File: src/rtl/branch_target_buffer.sv
// Direct-mapped branch target buffer with 2-bit saturating direction counters.
// Optional same-cycle update-to-lookup forwarding is enabled by defining BTB_BYPASS_EN.
module branch_target_buffer #(
    parameter  int ENTRIES    = 16,
    localparam int INDEX_BITS = $clog2(ENTRIES)
) (
    input  logic        clk,
    input  logic        rst_n,
    input  logic [31:0] fetch_pc,
    output logic        predicted_taken,
    output logic [31:0] predicted_pc,
    input  logic        update_en,
    input  logic [31:0] update_pc,
    input  logic [31:0] update_target,
    input  logic        update_taken,
    input  logic        flush
);

    localparam int TAG_W = 30 - INDEX_BITS;

    function automatic logic [1:0] sat_inc(input logic [1:0] c);
        return (c == 2'b11) ? 2'b11 : c + 2'b01;
    endfunction

    function automatic logic [1:0] sat_dec(input logic [1:0] c);
        return (c == 2'b00) ? 2'b00 : c - 2'b01;
    endfunction

    logic              valid_r  [ENTRIES];
    logic [TAG_W-1:0]  tag_r    [ENTRIES];
    logic [29:0]       target_r [ENTRIES];
    logic [1:0]        ctr_r    [ENTRIES];

    logic [INDEX_BITS-1:0] upd_idx_s;
    logic [TAG_W-1:0]      upd_tag_s;
    logic                  upd_hit_s;
    logic                  wr_en_s;
    logic [29:0]           new_target_s;
    logic [1:0]            new_ctr_s;

    logic [INDEX_BITS-1:0] fetch_idx_s;
    logic [TAG_W-1:0]      fetch_tag_s;
    logic                  lk_hit_s;
    logic [29:0]           lk_target_s;
    logic [1:0]            lk_ctr_s;
    logic                  unused_bits_s;

    assign upd_idx_s     = update_pc[INDEX_BITS+1:2];
    assign upd_tag_s     = update_pc[31:INDEX_BITS+2];
    assign upd_hit_s     = valid_r[upd_idx_s] && (tag_r[upd_idx_s] == upd_tag_s);
    assign fetch_idx_s   = fetch_pc[INDEX_BITS+1:2];
    assign fetch_tag_s   = fetch_pc[31:INDEX_BITS+2];
    assign unused_bits_s = ^{fetch_pc[1:0], update_pc[1:0], update_target[1:0]};

    // Compute the post-update value of the entry addressed by update_pc
    always_comb begin
        wr_en_s      = 1'b0;
        new_target_s = target_r[upd_idx_s];
        new_ctr_s    = ctr_r[upd_idx_s];
        if (update_en && !flush) begin
            if (upd_hit_s) begin
                wr_en_s = 1'b1;
                if (update_taken) begin
                    new_ctr_s    = sat_inc(ctr_r[upd_idx_s]);
                    new_target_s = update_target[31:2];
                end else begin
                    new_ctr_s    = sat_dec(ctr_r[upd_idx_s]);
                end
            end else if (update_taken) begin
                wr_en_s      = 1'b1;
                new_ctr_s    = 2'b10;
                new_target_s = update_target[31:2];
            end else begin
                wr_en_s = 1'b0;
            end
        end else begin
            wr_en_s = 1'b0;
        end
    end

    // Entry storage: flush clears valid bits only and drops any same-cycle update
    always_ff @(posedge clk or negedge rst_n) begin
        if (!rst_n) begin
            for (int i = 0; i < ENTRIES; i++) begin
                valid_r[i]  <= 1'b0;
                tag_r[i]    <= '0;
                target_r[i] <= 30'd0;
                ctr_r[i]    <= 2'b00;
            end
        end else if (flush) begin
            for (int i = 0; i < ENTRIES; i++) begin
                valid_r[i] <= 1'b0;
            end
        end else if (wr_en_s) begin
            valid_r[upd_idx_s]  <= 1'b1;
            tag_r[upd_idx_s]    <= upd_tag_s;
            target_r[upd_idx_s] <= new_target_s;
            ctr_r[upd_idx_s]    <= new_ctr_s;
        end
    end

    // Lookup of the fetch PC, optionally forwarding the entry being written this cycle
    always_comb begin
        lk_hit_s    = valid_r[fetch_idx_s] && (tag_r[fetch_idx_s] == fetch_tag_s);
        lk_target_s = target_r[fetch_idx_s];
        lk_ctr_s    = ctr_r[fetch_idx_s];
`ifdef BTB_BYPASS_EN
        if (wr_en_s && (upd_idx_s == fetch_idx_s) && (upd_tag_s == fetch_tag_s)) begin
            lk_hit_s    = 1'b1;
            lk_target_s = new_target_s;
            lk_ctr_s    = new_ctr_s;
        end else begin
            lk_hit_s    = valid_r[fetch_idx_s] && (tag_r[fetch_idx_s] == fetch_tag_s);
        end
`endif
        predicted_taken = lk_hit_s && lk_ctr_s[1];
        if (predicted_taken) begin
            predicted_pc = {lk_target_s, 2'b00};
        end else begin
            predicted_pc = fetch_pc + 32'd4;
        end
    end

endmodule

File: config.mk
export PLATFORM = sky130hd
export DESIGN_NAME = branch_target_buffer
export DESIGN_NICKNAME = d
export VERILOG_FILES = /design/src/rtl/branch_target_buffer.sv
export SDC_FILE = /design/constraint.sdc
export NUM_CORES = 2
export LEC_CHECK = 0
export CAP_MARGIN = 30
export CORE_ASPECT_RATIO = 1.25
export CORE_UTILIZATION = 51
export CTS_CLUSTER_DIAMETER = 200
export DETAILED_ROUTE_END_ITERATION = 6
export PLACE_DENSITY_LB_ADDON = 0.25
export SLEW_MARGIN = 10
export SYNTH_ARGS = -nofsm -noshare
export SYNTH_HDL_FRONTEND = slang
export SYNTH_SLANG_ARGS = --single-unit
File: constraint.sdc
create_clock -name clk -period 9.9 [get_ports clk]
set_input_delay 2.97 -clock clk [delete_from_list [all_inputs] [get_ports clk]]
set_output_delay 2.97 -clock clk [all_outputs]
set_load 0.01 [all_outputs]
# == Word level (Yosys, flattened, before mapping) ==
# Cells that the tools add are included.
# classes
n_addsub,3
magnitude_cmp,3
eq_ne,3
muxes,49
n_bitwise,4
n_reduce_logical,9
# op_table
cell,n
bitwise mux 480 bit,1
bitwise mux 416 bit,1
binary-select mux 30 bit (select 4 bit),2
2-to-1 mux 30 bit,7
binary-select mux 26 bit (select 4 bit),2
2-to-1 mux 26 bit,5
demux 30 bit (select 4 bit),1
demux 26 bit (select 4 bit),1
== test 26 bit,2
adder 32 x 3 -> 32 bit (second input constant),1
bitwise mux 32 bit,1
2-to-1 mux 16 bit,2
2-to-1 mux 32 bit,1
2-to-1 mux 2 bit,11
binary-select mux 2 bit (select 4 bit),2
OR 16 bit,1
greater-or-equal comparator 5 bit (second input constant),2
NOT 4 -> 5 bit,2
binary-select mux 1 bit (select 4 bit),2
demux 2 bit (select 4 bit),1
2-to-1 mux 1 bit,8
logical AND 1 bit,5
less-than comparator 5 x 1 -> 1 bit (second input constant),1
demux 1 bit (select 4 bit),1
8 further kinds,8
# totals
register_bits,944
inputBits,101
out_inout_bits,33
wordCells,135

# == Depth between registers and ports, before layout ==
# logic_depth
depth_word,10
mapped_depth,16
mapped_depth_nobuf,10

# == Least setup slack after synthesis ==
# OpenSTA, ideal clock, no wires.
# synth_timing
kind,input port to output port
from,input fetch_pc[3]
to,output predicted_pc[10]
t_arrival_ns,6.481
required_ns,6.930
path_slack_ns,0.449
cell_stages,13
n_path_buf,7
path_cell_list,clkbuf_1 > clkbuf_1 > clkbuf_1 > clkbuf_1 > mux4_2 > mux4_2 > xnor2_1 > nand4_1 > or4_1 > buf_2 > buf_6 > buf_2 > a21oi_1
# synth_via
elab_chain_len,8
word_cells_on_any_way,18
classes_between,add/sub: 1; eq/ne: 1; mux: 13; bitwise: 1; reduce/logical: 2
# synth_lines
element,line,rtl
"start, declared",9,"input logic [31:0] fetch_pc,"
NOT 4 -> 5 bit (not written as such),"104, 105, 106",
binary-select mux 26 bit (select 4 bit),104,lk_hit_s = valid_r[fetch_idx_s] && (tag_r[fetch_idx_s] == fetch_tag_s);
2-to-1 mux 26 bit (not written as such) (2 in series),104,
== test 26 bit,104,
logical AND 1 bit,104,
logical AND 1 bit,116,predicted_taken = lk_hit_s && lk_ctr_s[1];
2-to-1 mux 32 bit *,117,if (predicted_taken) begin
"end, declared",11,"output logic [31:0] predicted_pc,"
# Every way passes the cells marked *; elsewhere a longest branch is shown, timed or not. The select of a mux whose other input is x is not followed.

# == Worst setup path in the final report ==
# layout_timing
from,input fetch_pc[2]
to,output predicted_pc[4]
# Same word-level chain as after synthesis.

==> flow_summary.yaml <==
run_status:
  status: "complete, no violations"
detailed_routing:
  postRouteAntennaNets: 0
  drtPass1Iterations: 5
  avgViaCountPerCell: 6.842
  drtIter0Drc: 3287
  wire_per_inst_um: 31.82
  routed_wl_mm: 155.6
  drc: 0
  via_count: 33470
power:
  peakVddDrop_mv: 0.1253
  powerDensity_nw_per_um2: 165.3
  power.leakage_nw: 26.15
logic_synthesis:
  async_reset_ff_frac: 1.000
  synth_area_leaders: "dfrtp_1 46%, mux4_2 23%, mux2_2 19%"
  synth-simple-area-share: 0.02695
  netlist.area_leader.share: 0.4568
  synth_xor_area_frac: 0.01304
  synthAdderAreaFrac: 0.0002420
  synth_area_per_cell_um2: 14.74
  synth_cells: 3508
  yosys_warnings: 0
  synthFlopType: "dfrtp_1"
  synth_top_area_cell: "dfrtp_1"
  synth_compound_area_frac: 0.03039
  yosys.cell_count.top_type: "dfrtp_1"
  synthMuxAreaShare: 0.4389
  synth_edf_count: 0
  syn_nets: 3610
  synth.distinct_cells: 59
  synth_seq_cells: 944
  synth_top_family_by_area: "multiplexers"
  synthesis.area_um2: 51710
  synthTopCellsByCount: "944 x dfrtp_1, 878 x mux2_2, 519 x mux4_2"
  ys_seq_area_frac: 0.4568
cells_and_area:
  fin_area_um2: 57930
  nets: 3595
  drive_above_1_share: 0.4786
  syn_to_final_growth_pct: 12.03
  fillCellCount: 7811
  stdcell_count: 4892
global_route:
  grt_overflow_total: 0
  grt_max_degree: 198
  antenna_found_initial: 13
  grtUsageTotal: 0.3093
  grt_pass1_vias: 35790
  grt_pass1_wl_mm: 233.6
worst_setup_path:
  startpoint_type: "input port"
  crit_type: "input port to output pin"
  cp.arrival_ns: 6.86
  reg2reg_to: "target_r[62]$_DFFE_PN0P_"
  crit_fanout: 30
  reg2reg_slack_ns: 5.27
  required_ns: 6.93
  r2r-start: "tag_r[310]$_DFFE_PN0P_"
  reg2reg_depth: 12
  critPathCaptureType: "output pin"
timing:
  finalCriticalPeriod_ns: 9.826
  skew_ns: 0.04781
  layout_setup_ws_ns: 0.07424
  finalMaxSlewViolations: 0
  slew_headroom: 0.2823
  fmax_ghz: 0.1018
  hold_viol: 0
  finalCritPeriodShare: 0.9925
  worst_pin_slew_ns: 1.077
  setup-violations-final: 0
  rsz0062_at_grt: "no"
  worst_hold_slack_ns: 0.5142
worst_hold_path:
  hold_depth: 1
  hold_path_end: "target_r[450]$_DFFE_PN0P_"
  min_path_type: "flop to flop"
  hp-start: "target_r[450]$_DFFE_PN0P_"
clocking:
  clockBufferDepth: 3
  root_buffer: "clkbuf_16"
  numClockSinks: 944
  htreeDepth: 3
  cts_tree: "built"
  cts.clk_slew.worst_paths_ns: 0.06
  numCtsBuffers: 97
  hold_buffers: 0
  clk_latency_ns: 0.70
floorplanning:
  ios: 134
  start_util: 0.5144
  die_h_um: 358.0
  fp-row-count: 130
  fp.dieW_um: 286.8
  core_um2: 100500
  die-area_um2: 102700
job:
  cap_violations: 0
place:
  pre_cts_ws_ns: -0.4688
  port_buffers: 129
  hpwlAfterDp_mm: 93.94
  place.gp.congestion: 0.9033
  dp_cells: 4708
  dpl-instance-area_um2: 54390
state kept, by name, summed over array words and instances (netlist names):
name,count
target_r,480
ctr_r,32
valid_r,16
tag_r,416
critical path: stages:
cell and delay [ns]:
clkbuf_16 0.17, buf_4 0.16, mux4_2 0.51, mux4_2 0.53, xnor2_1 0.16, nand2_1 0.07
or4_4 0.53, or4_4 0.63, buf_12 0.21, a21oi_4 0.22, buf_4 0.14, clkdlybuf4s50_1 0.53
per-stage QoR:
step	setup TNS, ns	utilization	power (mW)
after detailed placement	-5.032	0.5411	5.796
after global placement	-5.483	0.5406	5.715
after floorplan	0	-	5.293
after global routing	0	0.5762	9.891
after CTS	0	0.5758	9.610
final	0	0.5763	9.575
what timing repair did:
action                                  CTS  global route
pin swaps                                 2             3
endpoints found under the setup margin   33            32
gates cloned                              3             1
gates resized for setup                  13             3
buffers inserted                          2             0
endpoints found under the hold margin     0             0
cells by family (layout without fill, tap and decap cells):
group                      Yosys count  after routing
muxes                             1505           1505
and+or+nand+nor                    315            315
buffers and inverters              405            466
xor gates and xnor gates            77             77
other                                0              3
adders and majority gates            1              1
DFF                                944            944
AOI/OAI and AO/OA                  261            261
area by class of cell:
cell class                 instances  area (µm²)  share of cell area
antenna                            3       7.507           0.0001296
clock buffer                     145        2879             0.04970
clock inverter                    30       431.7            0.007451
inverter                          48       182.7            0.003153
multi-input combinational       2159       26580              0.4588
sequential                       944       23620              0.4078
tap                             1320        1652             0.02851
timing repair buffer             243        2577             0.04449
placed cells by master (no fill, tap or decap), drive strengths merged, types with 23 or more instances in the layout:
| master | instances |
|---|---|
| dfrtp | 944 |
| mux2 | 907 |
| mux4 | 519 |
| nand2 | 147 |
| clkbuf | 146 |
| clkdlybuf4s50 | 120 |
| buf | 120 |
| a21oi | 88 |
| mux2i | 79 |
| nor2 | 77 |
| o21ai | 67 |
| inv | 52 |
| xnor2 | 49 |
| xor2 | 28 |
| nand3 | 23 |
| a31oi | 23 |
worst max-delay path by stage:
| stage | slack (ns) | cells past startpoint | from | to |
|---|---|---|---|---|
| finish | 0.07 | 12 | fetch_pc[2] | predicted_pc[4] |
| global route | 0.01 | 11 | fetch_pc[2] | predicted_pc[4] |
| CTS | 0.008 | 11 | fetch_pc[2] | predicted_pc[4] |
| detailed placement | -0.47 | 14 | fetch_pc[2] | predicted_pc[4] |
| global placement | -0.50 | 14 | fetch_pc[2] | predicted_pc[4] |
| floorplan | 0.45 | 13 | fetch_pc[3] | predicted_pc[10] |
where the power goes:
group	internal, mW	switching [mW]
Sequential	4.15	0.228
Clock	2.24	1.58
Combinational	0.720	0.653
per-layer routing:
layer / track usage / wire [µm]
met4: 0.1288 / 6461
met1: 0.4139 / 61990
met3: 0.06399 / 12480
met2: 0.4946 / 74560
met5: 0 / 152
(Power assumes the default switching activity.)
